$ cat src/rtl/irq_inj_pkg.sv
// Shared types and constants for the interrupt injector.
// Feature macro IRQ_INJ_REARM_EN (rearm input) is consumed in irq_injector.sv.
package irq_inj_pkg;

   typedef enum logic [1:0] {
      ST_IDLE    = 2'd0,
      ST_PENDING = 2'd1,
      ST_PULSE   = 2'd2
   } inj_state_t;

   localparam int CNT_W         = 16;
   localparam int PULSE_LEN_MIN = 1;
   localparam int PULSE_LEN_MAX = 255;
   localparam int PULSE_CNT_W   = 8;

   // Index width that stays legal when a parameter is 1.
   function automatic int idx_width(input int n);
      return (n > 1) ? $clog2(n) : 1;
   endfunction

   function automatic int clamp_len(input int len);
      if (len < PULSE_LEN_MIN) return PULSE_LEN_MIN;
      if (len > PULSE_LEN_MAX) return PULSE_LEN_MAX;
      return len;
   endfunction

endpackage

$ cat src/rtl/irq_pulse_gen.sv
// Registered one-hot pulse of fixed length on a selected line; done flags the last cycle.
module irq_pulse_gen
   import irq_inj_pkg::*;
#(
   parameter int NUM_IRQ   = 6,
   parameter int CH_W      = 3,
   parameter int PULSE_LEN = 6
) (
   input  logic               clk,
   input  logic               reset,
   input  logic               load,
   input  logic [CH_W-1:0]    chan,
   output logic [NUM_IRQ-1:0] irq,
   output logic               done
);

   localparam int LEN = clamp_len(PULSE_LEN);

   logic [PULSE_CNT_W-1:0] cnt;
   logic                   active;

   // active is kept separately so a channel outside NUM_IRQ still terminates.
   always_ff @(posedge clk or negedge reset) begin
      if (!reset) begin
         irq    <= '0;
         cnt    <= '0;
         active <= 1'b0;
      end else if (load) begin
         irq    <= NUM_IRQ'(1) << chan;
         cnt    <= PULSE_CNT_W'(LEN - 1);
         active <= 1'b1;
      end else if (active) begin
         if (cnt == '0) begin
            irq    <= '0;
            active <= 1'b0;
         end else begin
            cnt <= cnt - 1'b1;
         end
      end
   end

   assign done = active && (cnt == '0);

endmodule

$ cat src/rtl/irq_injector.sv
// Injects a one-shot interrupt pulse when the processor PC passes a programmed watch address.
// Optional macro IRQ_INJ_REARM_EN adds the rearm input.
//
//   state      | meaning
//   -----------+---------------------------------------------------------
//   ST_IDLE    | watching pc_addr against armed entries
//   ST_PENDING | entry captured, waiting for pc_addr to leave its address
//   ST_PULSE   | irq line high for PULSE_LEN cycles
module irq_injector
   import irq_inj_pkg::*;
#(
   parameter int NUM_WATCH = 5,
   parameter int NUM_IRQ   = 6,
   parameter int PULSE_LEN = 6
) (
   input  logic                               clk,
   input  logic                               reset,
`ifdef IRQ_INJ_REARM_EN
   input  logic                               rearm,
`endif
   input  logic [31:0]                        pc_addr,
   input  logic                               cfg_we,
   input  logic [idx_width(NUM_WATCH)-1:0]    cfg_idx,
   input  logic [31:0]                        cfg_addr,
   input  logic [idx_width(NUM_IRQ)-1:0]      cfg_chan,
   output logic [NUM_IRQ-1:0]                 irq,
   output logic                               busy,
   output logic [CNT_W-1:0]                   fire_cnt
);

   localparam int IDX_W = idx_width(NUM_WATCH);
   localparam int CH_W  = idx_width(NUM_IRQ);

   logic [31:0]          entry_addr [NUM_WATCH];
   logic [CH_W-1:0]      entry_chan [NUM_WATCH];
   logic [NUM_WATCH-1:0] armed;
   logic [NUM_WATCH-1:0] armed_nxt;

   inj_state_t      state;
   logic [31:0]     lat_addr;
   logic [CH_W-1:0] lat_chan;

   logic            cfg_wr;
   logic            hit;
   logic [IDX_W-1:0] hit_idx;
   logic            capture;
   logic            load;
   logic            pulse_done;

   assign cfg_wr = cfg_we && (32'(cfg_idx) < NUM_WATCH);

   // Descending scan so the lowest matching index wins; an entry being
   // written this cycle is excluded so the write takes priority.
   always_comb begin
      hit     = 1'b0;
      hit_idx = '0;
      for (int i = NUM_WATCH - 1; i >= 0; i--) begin
         if (armed[i] && (entry_addr[i] == pc_addr) &&
             !(cfg_wr && (cfg_idx == IDX_W'(i)))) begin
            hit     = 1'b1;
            hit_idx = IDX_W'(i);
         end
      end
   end

   assign capture = (state == ST_IDLE) && hit;
   assign load    = (state == ST_PENDING) && (pc_addr != lat_addr);

`ifdef IRQ_INJ_REARM_EN
   logic [NUM_WATCH-1:0] written;
   logic [NUM_WATCH-1:0] written_nxt;
`endif

   always_comb begin
      armed_nxt = armed;
`ifdef IRQ_INJ_REARM_EN
      written_nxt = written;
`endif
      if (capture) armed_nxt[hit_idx] = 1'b0;
      if (cfg_wr) begin
         armed_nxt[cfg_idx] = 1'b1;
`ifdef IRQ_INJ_REARM_EN
         written_nxt[cfg_idx] = 1'b1;
`endif
      end
`ifdef IRQ_INJ_REARM_EN
      if (rearm) armed_nxt = armed_nxt | written_nxt;
`endif
   end

   always_ff @(posedge clk or negedge reset) begin
      if (!reset) begin
         for (int i = 0; i < NUM_WATCH; i++) begin
            entry_addr[i] <= '0;
            entry_chan[i] <= '0;
         end
         armed <= '0;
      end else begin
         armed <= armed_nxt;
         if (cfg_wr) begin
            entry_addr[cfg_idx] <= cfg_addr;
            entry_chan[cfg_idx] <= cfg_chan;
         end
      end
   end

`ifdef IRQ_INJ_REARM_EN
   always_ff @(posedge clk or negedge reset) begin
      if (!reset) written <= '0;
      else        written <= written_nxt;
   end
`endif

   always_ff @(posedge clk or negedge reset) begin
      if (!reset) begin
         state    <= ST_IDLE;
         busy     <= 1'b0;
         lat_addr <= '0;
         lat_chan <= '0;
         fire_cnt <= '0;
      end else begin
         case (state)
            ST_IDLE: begin
               if (capture) begin
                  lat_addr <= entry_addr[hit_idx];
                  lat_chan <= entry_chan[hit_idx];
                  state    <= ST_PENDING;
                  busy     <= 1'b1;
               end
            end
            ST_PENDING: begin
               if (load) begin
                  state <= ST_PULSE;
                  if (fire_cnt != '1) fire_cnt <= fire_cnt + 1'b1;
               end
            end
            ST_PULSE: begin
               if (pulse_done) begin
                  state <= ST_IDLE;
                  busy  <= 1'b0;
               end
            end
            default: begin
               state <= ST_IDLE;
               busy  <= 1'b0;
            end
         endcase
      end
   end

   irq_pulse_gen #(
      .NUM_IRQ   (NUM_IRQ),
      .CH_W      (CH_W),
      .PULSE_LEN (PULSE_LEN)
   ) u_pulse (
      .clk   (clk),
      .reset (reset),
      .load  (load),
      .chan  (lat_chan),
      .irq   (irq),
      .done  (pulse_done)
   );

endmodule

$ cat config.mk
export PLATFORM = sky130hd
export DESIGN_NAME = irq_injector
export DESIGN_NICKNAME = d
export VERILOG_FILES = /design/src/rtl/irq_inj_pkg.sv /design/src/rtl/irq_pulse_gen.sv /design/src/rtl/irq_injector.sv
export SDC_FILE = /design/constraint.sdc
export NUM_CORES = 1
export LEC_CHECK = 0
export CORE_MARGIN = 2
export CORE_UTILIZATION = 45
export CTS_CLUSTER_DIAMETER = 200
export DETAILED_ROUTE_END_ITERATION = 8
export HOLD_SLACK_MARGIN = 0.03
export PLACE_DENSITY = 0.72
export SLEW_MARGIN = 20
export SYNTH_ARGS = -nofsm -noshare
export SYNTH_HDL_FRONTEND = slang
export SYNTH_SLANG_ARGS = --single-unit
$ cat constraint.sdc
create_clock -name clk -period 3.15 [get_ports clk]
set_input_delay 0.945 -clock clk [delete_from_list [all_inputs] [get_ports clk]]
set_output_delay 0.945 -clock clk [all_outputs]
set_load 0.01 [all_outputs]
=== Word-level counts from Yosys, hierarchy flattened ===
Index checks and enable logic that the tools add are counted.

* Register bits after elaboration: 249
* Latch bits: 0
* RAM bits: 0
* Memory bits (read-only): 0
* Input port bits: 73
* Output and inout bits: 23
* Word-level logic and storage cells: 135
* Memories: 0

* Add/sub/neg operators: 2
* Multipliers: 0
* Div/mod/pow operators: 0
* Order comparisons: 8
* Eq/ne operators: 17
* Shifts and indexed selects: 1
* Multiplexer cells: 44
* Bitwise logic cells: 6
* Reduce and logical (&&, ||, !) cells: 38

{| class="wikitable"
|+ Operators with widths
! operator !! count
|-
| $bwmux 160 || 1
|-
| $eq 32x32->1 || 5
|-
| $bmux 32 s3 || 1
|-
| $demux 32 s3 || 1
|-
| $mux 32 || 3
|-
| $ne 32x32->1 || 1
|-
| $mux 3 || 8
|-
| $mux 8 || 3
|-
| $logic_and 1x1->1 || 22
|-
| $mux 6 || 3
|-
| $add 16x1->16 const B || 1
|-
| $ne 16x16->1 const B || 1
|-
| $bwmux 15 || 1
|-
| $mux 1 || 12
|-
| $mux 5 || 2
|-
| $bmux 3 s3 || 1
|-
| $demux 3 s3 || 1
|-
| $reduce_and 3->1 || 3
|-
| $ge 4x4->1 const B || 2
|-
| $logic_not 8->1 || 1
|-
| $lt 3x4->1 const B || 2
|-
| $ne 2x2->1 const B || 4
|-
| $not 3->4 || 2
|-
| $sub 8x1->8 const B || 1
|-
| other kinds (22) || 34
|}

=== Depth between registers and ports, before layout ===
* Depth after elaboration: 19
* Depth in mapped cells: 13
* Gate-level depth less buffers: 8

=== Hierarchy ===
A second synthesis with hierarchy kept.

* Cell total of the unflattened synthesis: 1317
* Area total of the unflattened synthesis: 13998.4 µm²

{| class="wikitable"
|+ Modules (own cells, without submodules)
! module !! instances !! cells an instance !! area an instance (µm²) !! sequential area each (µm²)
|-
| irq_injector || 1 || 1251 || 13282.7 || 5855.6
|-
| irq_pulse_gen || 1 || 66 || 715.7 || 375.4
|}

=== Worst setup path before layout ===
Ideal clock, no wire load.

* Path type: input to register
* Start point: input port pc_addr[27]
* End point: register lat_addr[27]
* Data arrival time: 3225 ps
* Required time: 3024 ps
* Setup slack: -201 ps
* Stages: 11
* Cell sequence: buf_4 inv_1 a221o_1 or4_4 nor4_4 nor2_2 and3_1 buf_4 buf_6 a2111oi_4 nor2_1

* Longest elaborated chain between the ends: 12
* Elaborated cells on any way between the ends: 31

{| class="wikitable"
|+ RTL lines
! what !! RTL line !! text
|-
| start, declared || irq_injector.sv:21 || <nowiki>input logic [31:0] pc_addr,</nowiki>
|-
| $eq 32x32->1 || irq_injector.sv:58 || <nowiki>if (armed[i] && (entry_addr[i] == pc_addr) &&</nowiki>
|-
| $logic_and 1x1->1 (2 in series) || irq_injector.sv:58 ||
|-
| $mux 3 (5 in series) || irq_injector.sv:58 ||
|-
| $not 3->4 (not written as such) || irq_injector.sv:125 || <nowiki>lat_addr <= entry_addr[hit_idx];</nowiki>
|-
| $bmux 32 s3 || irq_injector.sv:125 ||
|-
| $mux 32 (not written as such) (2 in series) || irq_injector.sv:125 ||
|-
| end signal, assigned || irq_injector.sv:125 ||
|-
| end, declared || irq_injector.sv:40 || <nowiki>logic [31:0] lat_addr;</nowiki>
|}

Parallel ways exist; a longest one is shown, timed or not. The select of a mux whose other input is x is not followed.
A chain may end at the register's enable or synchronous reset.

=== Worst setup path in the final report ===
* Start point: input port pc_addr[4]
* End point: register lat_addr[25]

The elaborated chain is that of the path after synthesis.

==> impl.org <==
** Timing
- Clock period minus worst slack :: roughly 3.1 ns
- Final count of negative-setup-slack endpoints :: 0
- Timing would allow up to 321 MHz.
- Setup repair after global routing could not meet its margin everywhere.
- The max-slew violation total from the final report came to 0.
- For the final routed database, the setup TNS stands at 0 ns.
- Final critical-path share of the clock period :: 99.0%
- Hold violation total from the final report :: 0
- For the final database, setup skew stands at ~0.02 ns.
- Measured against its own limit, the worst slew margin works out to between 50% and 60%.
- Slew @ Worst Pin :: roughly 0.7 ns

** Route
- Length of the first detailed-routing pass in iterations :: 6
- Remaining DRCs :: 0
- After detailed routing, the number of vias per cell comes to 5.94.
- Initial DRC count :: 1193
- After detailed routing, the total wire length is 44700 um.
- In the final routed layout, each cell accounts on average for between 20 and 25 um.
- Count of antenna-violating nets left after detailed routing :: 0
- Detailed routing inserted a total of 10971 vias.

** Synthesis
- Post-synthesis area per instance :: 11.3 um2
- The number of different library cells used by synthesis comes to 58.
- In the synthesized netlist the async set-or-reset flop fraction comes to between 90% and 100%.
- For this run, the number of Yosys warnings is 0.
- Area of the mapped netlist :: between 10000 and 15000 um2
- The synthesized design spends more area on one cell type than any other, namely sky130_fd_sc_hd__dfrtp_1.
- Among all cell types in the netlist, the one instantiated most often is sky130_fd_sc_hd__dfrtp_1.
- In the post-synthesis netlist, the biggest area contributors are sky130_fd_sc_hd__dfrtp_1 (46%), sky130_fd_sc_hd__mux2_2 (14%), sky130_fd_sc_hd__xnor2_1 (7.4%).
- When the netlist entered floorplanning its net count stood at roughly 1300.
- In the synthesized netlist, the number of instances is 1190.
- Ranked by instance count, the synthesized netlist is headed by sky130_fd_sc_hd__dfrtp_1 (249), sky130_fd_sc_hd__mux2_2 (163), sky130_fd_sc_hd__xnor2_1 (114).
- The synthesized design contains approximately 250 register bits.
- Share of the yosys chip area belonging to registers :: between 40% and 50%
- After synthesis, the largest area contributor takes up a little under half of total cell area.
- The most used flip-flop cell after synthesis is sky130_fd_sc_hd__dfrtp_1.
- The synthesized design contains 0 enable-type register cells.

** Final layout
- Synth-to-Final Area Change :: 34.2%
- Of the cells placed in the final design, the portion with a size suffix greater than 1 is 38.7%.
- Fillcell total :: roughly 2300
- Area taken by flip-flops and latches :: 6230 um2
- # nets final :: ~1500
- Once layout is complete, the cells apart from fillers number 1846.
- With fillers left out, the area of the finished cells amounts to 18000 um2.
- Post-layout util :: roughly three fifths
- Summing all multi-input logic gate instances after layout gives between 7000 and 8000 um2.

** Power
- Combinational logic burns a little under a quarter of the power.
- Power comes to 9.87 mW.
- For this design the total switching power over the nets is 2.97 mW.
- The clock network accounts for 33.3% of the total power.
- Cell area power density :: between 500 and 600 nW/um2
- Static leakage power :: about 7.7 nW
- Reg power frac :: ~44%
- IR drop worst, VDD :: roughly 500 uV
- The internal portion of the total power is roughly 7 mW.
- Net Sw Frac :: a little under a third

** Clock tree
- TritonCTS built the clock tree.
- The tree is rooted in a sky130_fd_sc_hd__clkbuf_16.
- Later-pin clock latency in the skew report :: around 0.55 ns
- Clock-pin slew on the worst setup and hold paths :: around 0.07 ns
- In this run the number of H-tree levels came out at 1.
- After clock tree synthesis, the flow added hold-fix buffers numbering 0.
- Clock buffer depth :: 3
- Counting the buffers created by CTS gives 26.
- Clk sinks :: 249

** Global routing
- Vias in the first global route :: 10874
- In the global route stage, overall resource usage came out at roughly 29%.
- Global-route wire length before repair :: about 68000 um
- After global routing the overflow that remains totals 0.
- The initial antenna violation count was 1.
- Largest net degree at the start of global routing :: 79
- met2 is the most crowded layer.
- For this run, global-route usage on met3 was measured as 5.93%.
- In the global route stage, met2 resource usage came out at between 40% and 50%.
- Met1 Usage GRT :: between 30% and 40%

** Placed design
- Summed over all nets, the half-perimeter wirelength after detailed placement is 30300 um.
- Dpl cells :: between 1500 and 2000
- I/O Buffers :: 95
- Routability congestion estimate from global placement :: between 1 and 1.5
- Placed cell areas :: 16000 um2

** Setup path
- The worst setup path is of the in2reg kind.
- WP data arrival :: around 3.5 ns
- STA classifies the critical path startpoint as an input pin.
- The critical path starts at pc_addr[4].
- The startpoint identified for the worst register-to-register timing path is entry_addr[120].
- STA classifies the critical path endpoint as a register.
- Largest driver fanout on the critical path :: 5
- Data on the critical path is required at its endpoint by 3.57 ns.

** Floorplan
- From left edge to right edge, the die measures about 180 um.
- After floorplanning, the core was sized to cover 29600 um2.
- Total Die Area :: between 30000 and 40000 um2
- In this run the vertical extent of the chip is 177 um.
- Once the floorplan was initialized, standard cells occupied a little under half of the core.
- Site Rows :: between 60 and 70
- Top Ports :: 96

** Status
- Run status :: completed

** Flow run
- The tool flagged a number of max-cap violations equal to 0.

** Hold path
- Worst hold path type :: in2async
==> through the flow <==
step | worst slack, ns | hold slack, ns
6_report | 0.0304 | 0.398
5_1_grt | -0.0551 | 0.416
4_1_cts | 0.00255 | 0.417
3_5_place_dp | -0.965 | 0.465
3_3_place_gp | -0.959 | 0.455
2_1_floorplan | -0.196 | 0.441
==> logic make-up (layout without fill, tap and decap cells) <==
logic type	Yosys count	count (layout)	synth area share [%]
flip-flops	249	249	46.3
adder cells (fa/ha/maj)	3	3	0.279
other	0	1	0
XOR/XNOR	208	208	13.5
buffers and inverters	108	372	3.96
AND/OR/NAND/NOR	279	279	11.3
AO/OA/AOI/OAI	180	181	10.9
multiplexers	163	163	13.7
==> flip-flops by register name (all words and copies together) (netlist names) <==
register and count:
armed 5, lat_addr 32, u_pulse.active 1, entry_addr 160
busy 1, entry_chan 15, lat_chan 3, u_pulse.irq 6
fire_cnt 16, state 2, u_pulse.cnt 8
==> worst max-delay path, cell delays in order <==
cell	delay, ns
sky130_fd_sc_hd__dlygate4sd2_1	0.31
sky130_fd_sc_hd__xnor2_1	0.24
sky130_fd_sc_hd__buf_4	0.16
sky130_fd_sc_hd__nand4_1	0.08
sky130_fd_sc_hd__nor3_1	0.22
sky130_fd_sc_hd__buf_4	0.16
sky130_fd_sc_hd__and4_4	0.25
sky130_fd_sc_hd__nor2_4	0.06
sky130_fd_sc_hd__a311o_2	0.52
sky130_fd_sc_hd__buf_6	0.18
sky130_fd_sc_hd__a2111oi_4	0.32
sky130_fd_sc_hd__nor2_1	0.09
==> repair_timing <==
| item | CTS | global route |
|---|---|---|
| gates resized for setup | 118 | 139 |
| buffers inserted | 21 | 14 |
| endpoints found under the setup margin | 53 | 37 |
| cloned | 5 | 0 |
| pin swaps | 34 | 61 |
==> cell usage in the layout (no fill, tap or decap), types with 7 or more instances in the layout <==
master,n
sky130_fd_sc_hd__a22o_1,19
sky130_fd_sc_hd__buf_6,29
sky130_fd_sc_hd__o21ai_0,27
sky130_fd_sc_hd__a211oi_2,20
sky130_fd_sc_hd__clkdlybuf4s50_1,58
sky130_fd_sc_hd__mux2_2,163
sky130_fd_sc_hd__o21ai_1,9
sky130_fd_sc_hd__nor4_2,9
sky130_fd_sc_hd__a21oi_1,36
sky130_fd_sc_hd__buf_12,22
sky130_fd_sc_hd__xnor2_1,77
sky130_fd_sc_hd__buf_4,155
sky130_fd_sc_hd__nor4b_1,11
sky130_fd_sc_hd__a32o_1,21
sky130_fd_sc_hd__nand2_1,53
sky130_fd_sc_hd__nand3_1,23
sky130_fd_sc_hd__o22a_1,11
sky130_fd_sc_hd__dfrtp_1,249
sky130_fd_sc_hd__xor2_1,86
sky130_fd_sc_hd__xnor2_2,31
sky130_fd_sc_hd__nand4_1,30
sky130_fd_sc_hd__clkbuf_2,24
sky130_fd_sc_hd__inv_1,24
sky130_fd_sc_hd__a31oi_1,8
sky130_fd_sc_hd__nor4_1,14
sky130_fd_sc_hd__nor4_4,8
sky130_fd_sc_hd__a2111oi_4,7
sky130_fd_sc_hd__nor2_1,68
sky130_fd_sc_hd__clkbuf_16,27
sky130_fd_sc_hd__nor2b_1,18
==> area by class of cell <==
type                       count  area share, %
clock buffer                  36           4.21
antenna                        1         0.0139
inverter                      24          0.499
clock inverter                 9          0.846
sequential                   249           34.5
tap                          390           2.70
multi-input combinational    834           41.4
timing repair buffer         303           15.8
==> worst paths after layout <==
check,endpoint,slack [ns],cells past startpoint
worst max-delay path,lat_addr[25],0.03,12
worst min-delay path,lat_addr[27],0.40,1
worst max register to register,lat_addr[25],0.13,11
worst min register to register,busy,0.48,2
max in group asynchronous,entry_addr[61],2.03,2
min in group clk,busy,0.48,2
==> metal layers <==
layer | vias to the layer above | part of all wire (%)
li1 | 4744 | -
met1 | 5541 | 41
met2 | 541 | 45
met3 | 145 | 8.4
met4 | 0 | 5.4
met5 | - | 0
==> power groups by stage <==
stage / sequential (mW) / combinational (mW) / clock (mW)
final: 4.31 / 2.27 / 3.29
after global routing: 4.38 / 2.37 / 3.49
after CTS: 4.27 / 2.07 / 3.33
after detailed placement: 4.29 / 1.97 / 0
after global placement: 4.27 / 1.95 / 0
after floorplan: 4.11 / 1.15 / 0
Power figures use the tool's default switching activity.
